<file path="src/rtl/video_stream_sync_ctrl.sv">
// rtl/video_stream_sync_ctrl.sv - DVI output start-up, read gating and underflow resync sequencer
module video_stream_sync_ctrl #(
  parameter int FIFO_AW     = 11,
  parameter int PREFILL_LVL = 640,
  parameter int UF_MAX      = 3,
  parameter bit VS_POL      = 1'b0
) (
  input  logic               clk_pix,
  input  logic               rst,
  input  logic               enable,
  input  logic               cam_sof,
  input  logic [FIFO_AW:0]   fifo_level,
  input  logic               fifo_empty,
  input  logic               de_i,
  input  logic               vsync_i,
  output logic               timing_rst,
  output logic               pixel_request,
  output logic               blank_o,
  output logic               fifo_flush,
  output logic               underflow_o,
  output logic [2:0]         state_o,
  output logic [15:0]        frame_cnt
);

  typedef enum logic [2:0] {
    ST_IDLE     = 3'd0,
    ST_WAIT_SOF = 3'd1,
    ST_PREFILL  = 3'd2,
    ST_RUN      = 3'd3,
    ST_RESYNC   = 3'd4
  } state_t;

  localparam logic [FIFO_AW:0] PREFILL_L = PREFILL_LVL[FIFO_AW:0];
  localparam logic [3:0]       UF_MAX_L  = UF_MAX[3:0];

  state_t     state_q;
  state_t     state_d;
  logic [3:0] uf_frames;
  logic [3:0] uf_frames_upd;
  logic       frame_uf;
  logic       vs_act;
  logic       vs_act_d;
  logic       running;
  logic       uf_now;
  logic       boundary;
  logic       uf_clear;

  assign vs_act   = (vsync_i == VS_POL);
  assign running  = (state_q == ST_RUN);
  assign uf_now   = running & de_i & fifo_empty;
  assign boundary = running & vs_act & ~vs_act_d;

  // An underflow in the boundary cycle itself still marks the closing frame as bad.
  always_comb begin
    uf_frames_upd = 4'd0;
    if (frame_uf || uf_now) begin
      uf_frames_upd = (uf_frames == 4'hF) ? 4'hF : uf_frames + 4'd1;
    end
  end

  assign uf_clear = (state_q == ST_RESYNC) ||
                    ((state_q == ST_PREFILL) && (state_d == ST_RUN));

  // State register
  always_ff @(posedge clk_pix) begin
    if (rst) begin
      state_q <= ST_IDLE;
    end else begin
      state_q <= state_d;
    end
  end

  // Next-state logic
  always_comb begin
    state_d = state_q;
    if (!enable) begin
      state_d = ST_IDLE;
    end else begin
      case (state_q)
        ST_IDLE:     state_d = ST_WAIT_SOF;
        ST_WAIT_SOF: if (cam_sof) state_d = ST_PREFILL;
        ST_PREFILL:  if (fifo_level >= PREFILL_L) state_d = ST_RUN;
        ST_RUN:      if (boundary && (uf_frames_upd >= UF_MAX_L)) state_d = ST_RESYNC;
        ST_RESYNC:   state_d = ST_WAIT_SOF;
        default:     state_d = ST_IDLE;
      endcase
    end
  end

  // Output logic
  always_comb begin
    pixel_request = running & de_i & ~fifo_empty;
    fifo_flush    = (state_q == ST_RESYNC);
    state_o       = state_q;
  end

  // timing_rst looks ahead at state_d so the timing core leaves reset in the first RUN cycle.
  always_ff @(posedge clk_pix) begin
    if (rst) begin
      timing_rst  <= 1'b1;
      blank_o     <= 1'b1;
      underflow_o <= 1'b0;
      vs_act_d    <= 1'b0;
      frame_cnt   <= 16'd0;
      uf_frames   <= 4'd0;
      frame_uf    <= 1'b0;
    end else begin
      timing_rst  <= (state_d != ST_RUN);
      blank_o     <= ~pixel_request;
      underflow_o <= uf_now;
      vs_act_d    <= vs_act;
      if (boundary) begin
        frame_cnt <= frame_cnt + 16'd1;
      end
      if (uf_clear) begin
        uf_frames <= 4'd0;
        frame_uf  <= 1'b0;
      end else if (boundary) begin
        uf_frames <= uf_frames_upd;
        frame_uf  <= 1'b0;
      end else if (uf_now) begin
        frame_uf  <= 1'b1;
      end
    end
  end

endmodule

</file>
<file path="config.mk">
export PLATFORM = sky130hd
export DESIGN_NAME = video_stream_sync_ctrl
export DESIGN_NICKNAME = d
export VERILOG_FILES = /design/src/rtl/video_stream_sync_ctrl.sv
export SDC_FILE = /design/constraint.sdc
export NUM_CORES = 1
export LEC_CHECK = 0
export ABC_AREA = 1
export CORE_AREA = 2 2 61 63
export CTS_CLUSTER_SIZE = 25
export DETAILED_ROUTE_END_ITERATION = 12
export DIE_AREA = 0 0 63 65
export GPL_ROUTABILITY_DRIVEN = 0
export MAX_ROUTING_LAYER = met4
export PLACE_DENSITY = 0.73
export SLEW_MARGIN = 0
export SYNTH_ARGS = -nofsm -noshare
export SYNTH_HDL_FRONTEND = slang
export SYNTH_SLANG_ARGS = --single-unit
</file>
<file path="constraint.sdc">
create_clock -name clk_pix -period 1.4 [get_ports clk_pix]
set_clock_uncertainty 0.1 [all_clocks]
set_input_delay 0.14 -clock clk_pix [delete_from_list [all_inputs] [get_ports clk_pix]]
set_output_delay 0.14 -clock clk_pix [all_outputs]
set_load 0.05 [all_outputs]
</file>
# Word-level counts from Yosys, hierarchy flattened
# Index checks and enable logic that the tools add are counted.
word_totals:
  reg_bits: 28
  inputBits: 19
  output_inout_bits: 24
op_classes:
  add_sub_neg: 2
  order_cmp: 2
  eq_ne: 7
  muxes: 7
  n_bitwise: 9
  n_reduce_logical: 8
ops:
  columns: ["op", "n"]
  rows:
  - ["$add 16x1->16 const B", 1]
  - ["$ge 12x10->1 const B", 1]
  - ["$mux 3", 4]
  - ["$pmux 3 s4", 1]
  - ["$eq 3x2->1 const B", 3]
  - ["$mux 4", 2]
  - ["$and 1x1->1", 5]
  - ["$add 4x1->4 const B", 1]
  - ["$eq 4x4->1 const B", 1]
  - ["$ge 4x2->1 const B", 1]
  - ["$not 1->1", 4]
  - ["$reduce_or 2->1", 2]
  - ["$eq 3x1->1 const B", 1]
  - ["$eq 3x3->1 const B", 1]
  - ["$logic_not 3->1", 1]
  - ["$ne 3x2->1 const B", 1]
  - ["$reduce_or 3->1", 1]
  - ["$logic_and 1x1->1", 2]
  - ["$logic_or 1x1->1", 2]

# Depth between registers and ports, before layout
# Gate-level depths: netlist (run 1).
logic_depth:
  depth_word: 14
  depth_mapped: 13
  depth_no_buf: 13

# Worst setup path before layout (run 1)
# No wires, ideal clock.
synth_path:
  kind: "register to register"
  startpoint: "register state_q[1] (netlist: state_o[1])"
  endpoint: "register uf_frames[1]"
  setup_ps: 117
  t_arrival_ps: 1831
  required_time_ps: 1183
  path_slack_ps: -648
  path_stages_with_launch: 6
  n_path_buf: 0
  synth_period_minus_slack_ps: 2048
  cell_sequence: "dfxtp_1 or2_2 nor2_1 nor2_1 nand2_2 nor2_1"
synth_between:
  word_cells_on_any_way: 23
  cone_classes: "1 x order compare; 5 x eq/ne; 6 x mux; 4 x bitwise; 7 x reduce/logical"
synth_lines:
  columns: ["item", "line", "rtl"]
  rows:
  - ["start, declared", "36", "state_t state_q;"]
  - ["start signal, assigned", "69", "state_q <= state_d;"]
  - ["$eq 3x3->1 (*)", null, null]
  - ["via fifo_flush", "19", "output logic fifo_flush,"]
  - ["$reduce_or 2->1 (no source line)", null, null]
  - ["$pmux 3 s4", "79", "case (state_q)"]
  - ["$mux 3", "76", "if (!enable) begin"]
  - ["$eq 3x2->1", "62", "((state_q == ST_PREFILL) && (state_d == ST_RUN));"]
  - ["$logic_and 1x1->1", "62", null]
  - ["$logic_or 1x1->1 (*)", "61", "assign uf_clear = (state_q == ST_RESYNC) ||"]
  - ["$reduce_or 2->1 (no source line) (*)", null, null]
  - ["end signal, assigned", "119", "uf_frames <= uf_frames_upd;"]
  - ["end, declared", "38", "logic [3:0] uf_frames;"]
# Mark *: on every way through the listed nets, which the timed path passes. The rest lies on a longest branch.
# A chain may end at the register's enable or synchronous reset.

# Worst setup path in the final report (run 1)
layout_path:
  startpoint: "register state_q[0] (netlist: state_o[0])"
  endpoint: "register frame_cnt[8]"
layout_between:
  elab_chain_len: 3
layout_rtl:
  columns: ["item", "line", "rtl"]
  rows:
  - ["$eq 3x2->1", "49", "assign running = (state_q == ST_RUN);"]
  - ["$and 1x1->1 (2 in series)", "51", "assign boundary = running & vs_act & ~vs_act_d;"]
  - ["end signal, assigned", "113", "frame_cnt <= frame_cnt + 16'd1;"]
  - ["end, declared", "22", "output logic [15:0] frame_cnt"]
# No other way between the ends.

==> flow_metrics.env, run 1 <==
export IMPL_setup_ws_ns=-0.293
export IMPL_startpoint_type="flip-flop"
export IMPL_slew_violations=0
export IMPL_vias_per_cell=4.89
export IMPL_synthToLayoutAreaGrowth_pct=96.1
export IMPL_fmax_ghz=0.591
export IMPL_stdcell_count=323
export IMPL_final_core_util_pct=76.4
export IMPL_clk_latency_ns=0.32
export IMPL_postCtsHoldBufs=0
export IMPL_yosys_top_cells_area="dfxtp_1 (41%), nand2_1 (11%), nor2_1 (9.1%), inv_1 (5.5%), nand3_1 (4.8%)"
export IMPL_synth_avg_cell_area_um2=7.06
export IMPL_reg2reg_from="state_o[0]$_SDFF_PP0_"
export IMPL_final_cell_mix="buf_4 (41), nor2_1 (24), buf_12 (24), nand2_1 (23), inv_1 (20)"
export IMPL_postSynthCellCount=193
export IMPL_crit_fanout=4
export IMPL_synth_top_area_cell="dfxtp_1"
export IMPL_peakVddDrop_uv=467
export IMPL_numCtsBuffers=3
export IMPL_fin_total_pwr_mw=1.32
export IMPL_reg2reg_to="frame_cnt[8]$_SDFFE_PP0P_"
export IMPL_min_period_ns=1.69
export IMPL_initial_core_util_pct=39.0
export IMPL_min_period_over_period_pct=121
export IMPL_syn_area_um2=1360
export IMPL_path_class="reg -> reg"
export IMPL_crit_path_end="frame_cnt[8]$_SDFFE_PP0P_"
export IMPL_overflow=0
export IMPL_p_leak_nw=1.09
export IMPL_holdWs_ns=0.252
export IMPL_fp_coreArea_um2=3500
export IMPL_firstDrtPassIters=4
export IMPL_grt_pass1_wl_mm=6.46
export IMPL_pre_cts_slack_ns=-0.356
export IMPL_grt_pass1_vias=1513
export IMPL_rsz0062_at_grt="yes"
export IMPL_violations="setup timing"
export IMPL_wire_per_inst_um=13.0
export IMPL_n_antenna_cell=0
export IMPL_root_buffer="clkbuf_4"
export IMPL_cts_tree="built"
export IMPL_yosysSeqAreaShare_pct=41.1
export IMPL_ios=43
export IMPL_worstPathArrival_ns=1.83
export IMPL_dpl_instance_area_um2=2350
export IMPL_fin_tns_setup_ns=-4.06
export IMPL_cts_buffer_depth=2
export IMPL_synth_seq_cells=28
export IMPL_cts_sinks=28
export IMPL_std_cell_rows=22
export IMPL_critPathCaptureType="flip-flop"
export IMPL_max_slew_margin_pct=72.7
export IMPL_post_synth_num_cell_types=29
export IMPL_reg2reg_slack_ns=-0.29
export IMPL_die_width_um=63
export IMPL_dp_cells=306
export IMPL_powerDensity_nw_per_um2=496
export IMPL_postLayoutCellArea_um2=2670
export IMPL_worst_pin_slew_ns=0.410
export IMPL_clkTransAtPathRegs_ns=0.15
export IMPL_vias=1580
export IMPL_hold_class="in -> reg"
export IMPL_h_tree_depth=1
export IMPL_drc_errors=0
export IMPL_antenna_found_initial=0
export IMPL_drive_gt1_share_pct=54.2
export IMPL_fillCellCount=235
export IMPL_grt_max_degree=16
export IMPL_grt_use_total_pct=20.1
export IMPL_hold_viol_final=0
export IMPL_cp_required_ns=1.54
export IMPL_critPathLaunch="state_o[0]$_SDFF_PP0_"
export IMPL_port_buffers=35
export IMPL_drt_iter0_markers=75
export IMPL_ant_nets=0
export IMPL_die_area_um2=4100
export IMPL_dieHeight_um=65
export IMPL_outcome="complete, but fails checks"
export IMPL_setup_viol=23
export IMPL_layout_nets=297
export IMPL_max_cap_violations=0
export IMPL_synth_top_cell_area_share_pct=41.1
export IMPL_wl_mm=4.20
export IMPL_yosysWarnings=0
export IMPL_hpwl_mm=2.56
export IMPL_layout_commonest_cell="buf_4"
export IMPL_r2r_cells=9
export IMPL_synthesis_nets=214
[flip-flops by register name (all words and copies together) (netlist names)]
name and count:
state_o 3, blank_o 1, timing_rst 1, underflow_o 1, uf_frames 4, frame_cnt 16, vs_act_d 1, frame_uf 1
[cells in the mapped netlist]
master	instances
nand2_1	40
nor2_1	33
dfxtp_1	28
inv_1	20
nand3_1	13
a21oi_1	12
o21ai_0	10
nand2_2	4
nor2_2	3
nor3_1	3
o21ai_1	3
clkbuf_1	2
ha_1	2
nand3_2	2
nor3b_1	2
xnor2_1	2
xor2_1	2
a21boi_0	1
a31oi_1	1
buf_2	1
buf_6	1
inv_2	1
nand4_1	1
nor2_4	1
nor3_2	1
nor3_4	1
o211a_1	1
o21bai_1	1
or2_2	1
[report_power, final]
group	internal (mW)	total, mW	switching [mW]
clock	0.159	0.400	0.241
sequential	0.786	0.791	0.00426
combinational	0.0670	0.134	0.0667
[critical path, cell delays in order (launching register included)]
cell and delay [ns]:
dfxtp_4 0.39, nand2_4 0.05, nor2_4 0.15, nand2_2 0.12
buf_6 0.15, nor3_4 0.14, nand3_2 0.11, nor2_2 0.13
nand2_1 0.07, o211a_1 0.20
[area by class of cell]
cell class                 count  area, µm²  area share [%]
clock buffer                   4       36.3            1.36
tap                           48       60.1            2.25
timing repair buffer          82        966            36.2
sequential                    28        609            22.8
inverter                      21       81.3            3.04
multi-input combinational    140        918            34.4
[routing by layer]
layer  track usage [%]  routed length [µm]  part of all wire [%]
met4              7.50                 130                   3.1
met2              34.3                2210                    53
met1              24.6                1740                    41
met5                 -                   0                     0
met3              1.91                 115                   2.7
[kinds of logic after synthesis]
group	synth area share, %
AOI/OAI and AO/OA	11.5
xor gates and xnor gates	2.57
adders and majority gates	1.84
buffers and inverters	7.53
DFF	41.1
and+or+nand+nor	35.4
[worst min path at each step]
stage,start,to,slack (ns),cells after the start
6_report,vsync_i,vs_act_d$_SDFF_PP0_,0.25,2
5_1_grt,vsync_i,vs_act_d$_SDFF_PP0_,0.27,2
4_1_cts,vsync_i,vs_act_d$_SDFF_PP0_,0.26,2
3_5_place_dp,frame_cnt[7]$_SDFFE_PP0P_,frame_cnt[7]$_SDFFE_PP0P_,0.43,2
3_3_place_gp,frame_cnt[7]$_SDFFE_PP0P_,frame_cnt[7]$_SDFFE_PP0P_,0.42,2
2_1_floorplan,vsync_i,vs_act_d$_SDFF_PP0_,0.11,1
[what timing repair did]
| action | in CTS | in global routing |
|---|---|---|
| hold endpoints to repair | 0 | 0 |
| buffers inserted | 10 | 6 |
| pin swaps | 11 | 22 |
| resized for setup | 14 | 40 |
| setup endpoints to repair | 22 | 25 |
No activity file was read; power rests on OpenSTA's default activity.
==> run 2, diff against run 1 <==
- SKIP_LAST_GASP: not set -> 1
==> flow_metrics.env, run 2 (synthesized netlist as in run 1, its figures left out) <==
export IMPL_grt_use_total_pct=20.1
export IMPL_fin_tns_setup_ns=-4.08
export IMPL_violations="setup timing"
export IMPL_dieHeight_um=65
export IMPL_outcome="complete, but fails checks"
export IMPL_wl_mm=4.26
export IMPL_initial_core_util_pct=39.0
export IMPL_peakVddDrop_uv=356
export IMPL_multi_input_area_um2=928
export IMPL_hold_path_startpoint="vsync_i"
export IMPL_cts_buffer_depth=2
export IMPL_fin_total_pwr_mw=1.33
export IMPL_std_cell_rows=22
export IMPL_postCtsHoldBufs=0
export IMPL_layout_nets=297
export IMPL_drive_gt1_share_pct=54.2
export IMPL_clkTransAtPathRegs_ns=0.16
export IMPL_reg2reg_slack_ns=-0.27
export IMPL_use_met1_pct=24.6
export IMPL_clk_latency_ns=0.33
export IMPL_slew_violations=0
export IMPL_reg2reg_from="state_o[0]$_SDFF_PP0_"
export IMPL_postLayoutCellArea_um2=2680
export IMPL_port_buffers=35
export IMPL_grt_busiest_layer="met2"
export IMPL_largest_reg_flops=16
export IMPL_powerDensity_nw_per_um2=494
export IMPL_firstDrtPassIters=4
export IMPL_numCtsBuffers=3
export IMPL_ant_nets=0
export IMPL_final_core_util_pct=76.8
export IMPL_rsz0062_at_grt="yes"
export IMPL_vias_per_cell=4.87
export IMPL_setup_viol=23
export IMPL_min_period_over_period_pct=120
export IMPL_crit_fanout=4
export IMPL_cp_required_ns=1.55
export IMPL_overflow=0
export IMPL_antenna_found_initial=0
export IMPL_startpoint_type="flip-flop"
export IMPL_grt_use_met3_pct=1.91
export IMPL_setup_ws_ns=-0.275
export IMPL_root_buffer="clkbuf_4"
export IMPL_grtUsageMet2_pct=34.3
export IMPL_worst_pin_slew_ns=0.420
export IMPL_synthToLayoutAreaGrowth_pct=97.0
export IMPL_layout_commonest_cell="buf_4"
export IMPL_critPathCaptureType="flip-flop"
export IMPL_cts_sinks=28
export IMPL_drc_errors=0
export IMPL_h_tree_depth=1
export IMPL_grt_max_degree=16
export IMPL_max_cap_violations=0
export IMPL_final_cell_mix="buf_4 (41), nand2_1 (25), nor2_1 (24), buf_12 (24), inv_1 (19)"
export IMPL_vias=1573
export IMPL_path_class="reg -> reg"
export IMPL_fillCellCount=228
export IMPL_die_area_um2=4100
export IMPL_min_period_ns=1.67
export IMPL_ios=43
export IMPL_wire_per_inst_um=13.2
export IMPL_largest_register="frame_cnt"
export IMPL_cts_tree="built"
export IMPL_n_antenna_cell=0
export IMPL_hpwl_mm=2.56
export IMPL_grt_pass1_vias=1513
export IMPL_r2r_cells=9
export IMPL_hold_path_depth=2
export IMPL_drt_iter0_markers=80
export IMPL_reg2reg_to="frame_cnt[8]$_SDFFE_PP0P_"
export IMPL_hold_class="in -> reg"
export IMPL_min_to="vs_act_d$_SDFF_PP0_"
export IMPL_grt_pass1_wl_mm=6.46
export IMPL_die_width_um=63
export IMPL_regArea_um2=612
export IMPL_hold_viol_final=0
export IMPL_worstPathArrival_ns=1.82
export IMPL_max_slew_margin_pct=71.9
export IMPL_fp_coreArea_um2=3500
export IMPL_p_leak_nw=1.12
export IMPL_dpl_instance_area_um2=2350
export IMPL_fmax_ghz=0.597
## run 2: cell counts in the layout (fill, tap and decap cells not counted)
No cell type changed its count.
## run 2: power by group
| part | switching [mW] | internal (mW) | leakage, nW | total [mW] |
|---|---|---|---|---|
| registers | 0.00429 | 0.784 | 0.240 | 0.789 |
| clock network | 0.244 | 0.159 | 0.0210 | 0.403 |
| logic | 0.0671 | 0.0669 | 0.863 | 0.134 |
## run 2: worst max path at each step
stage | endpoint | slack (ns) | start
after floorplan | frame_cnt[8]$_SDFFE_PP0P_ | -0.22 | state_o[1]$_SDFF_PP0_
after global placement | uf_frames[1]$_SDFFE_PP0P_ | -0.34 | vsync_i
after detailed placement | frame_cnt[11]$_SDFFE_PP0P_ | -0.36 | vsync_i
after CTS | pixel_request | -0.21 | state_o[0]$_SDFF_PP0_
final | frame_cnt[8]$_SDFFE_PP0P_ | -0.27 | state_o[0]$_SDFF_PP0_
after global routing | frame_cnt[13]$_SDFFE_PP0P_ | -0.38 | state_o[0]$_SDFF_PP0_
## run 2: final cells by class
class,count,share of cell area (%)
repair buffers,82,36.0
multi-input cells,140,34.6
flip-flops and latches,28,22.8
inverters,21,3.03
well taps,48,2.24
clock buffers,4,1.35
## run 2: critical path, stage by stage, from the launching register on
cell and delay [ns]:
dfxtp_4 0.39, nand2_4 0.05, nor2_4 0.15, nand2_2 0.09, buf_4 0.17, nor3_4 0.14, nand3_2 0.10, nor2_2 0.13
nand2_1 0.07, o211a_1 0.20
## run 2: timing repair
item                       in CTS  in global routing
buffers inserted               10                  5
pin swaps                      11                 24
setup endpoints to repair      22                 25
gates resized for setup        12                 46
## run 2: per-layer routing
layer / up-vias / wire (µm)
met5: - / 0
met2: 45 / 2250
li1: 781 / -
met3: 6 / 193
met4: 0 / 85
met1: 741 / 1730
## run 2: through the flow
stage | setup slack, ns | hold WS, ns | std cells
floorplan | -0.219 | 0.112 | 193
global placement | -0.339 | 0.417 | 306
detailed placement | -0.356 | 0.429 | 306
CTS | -0.208 | 0.257 | 320
global route | -0.380 | 0.265 | 323
finish | -0.275 | 0.255 | 323
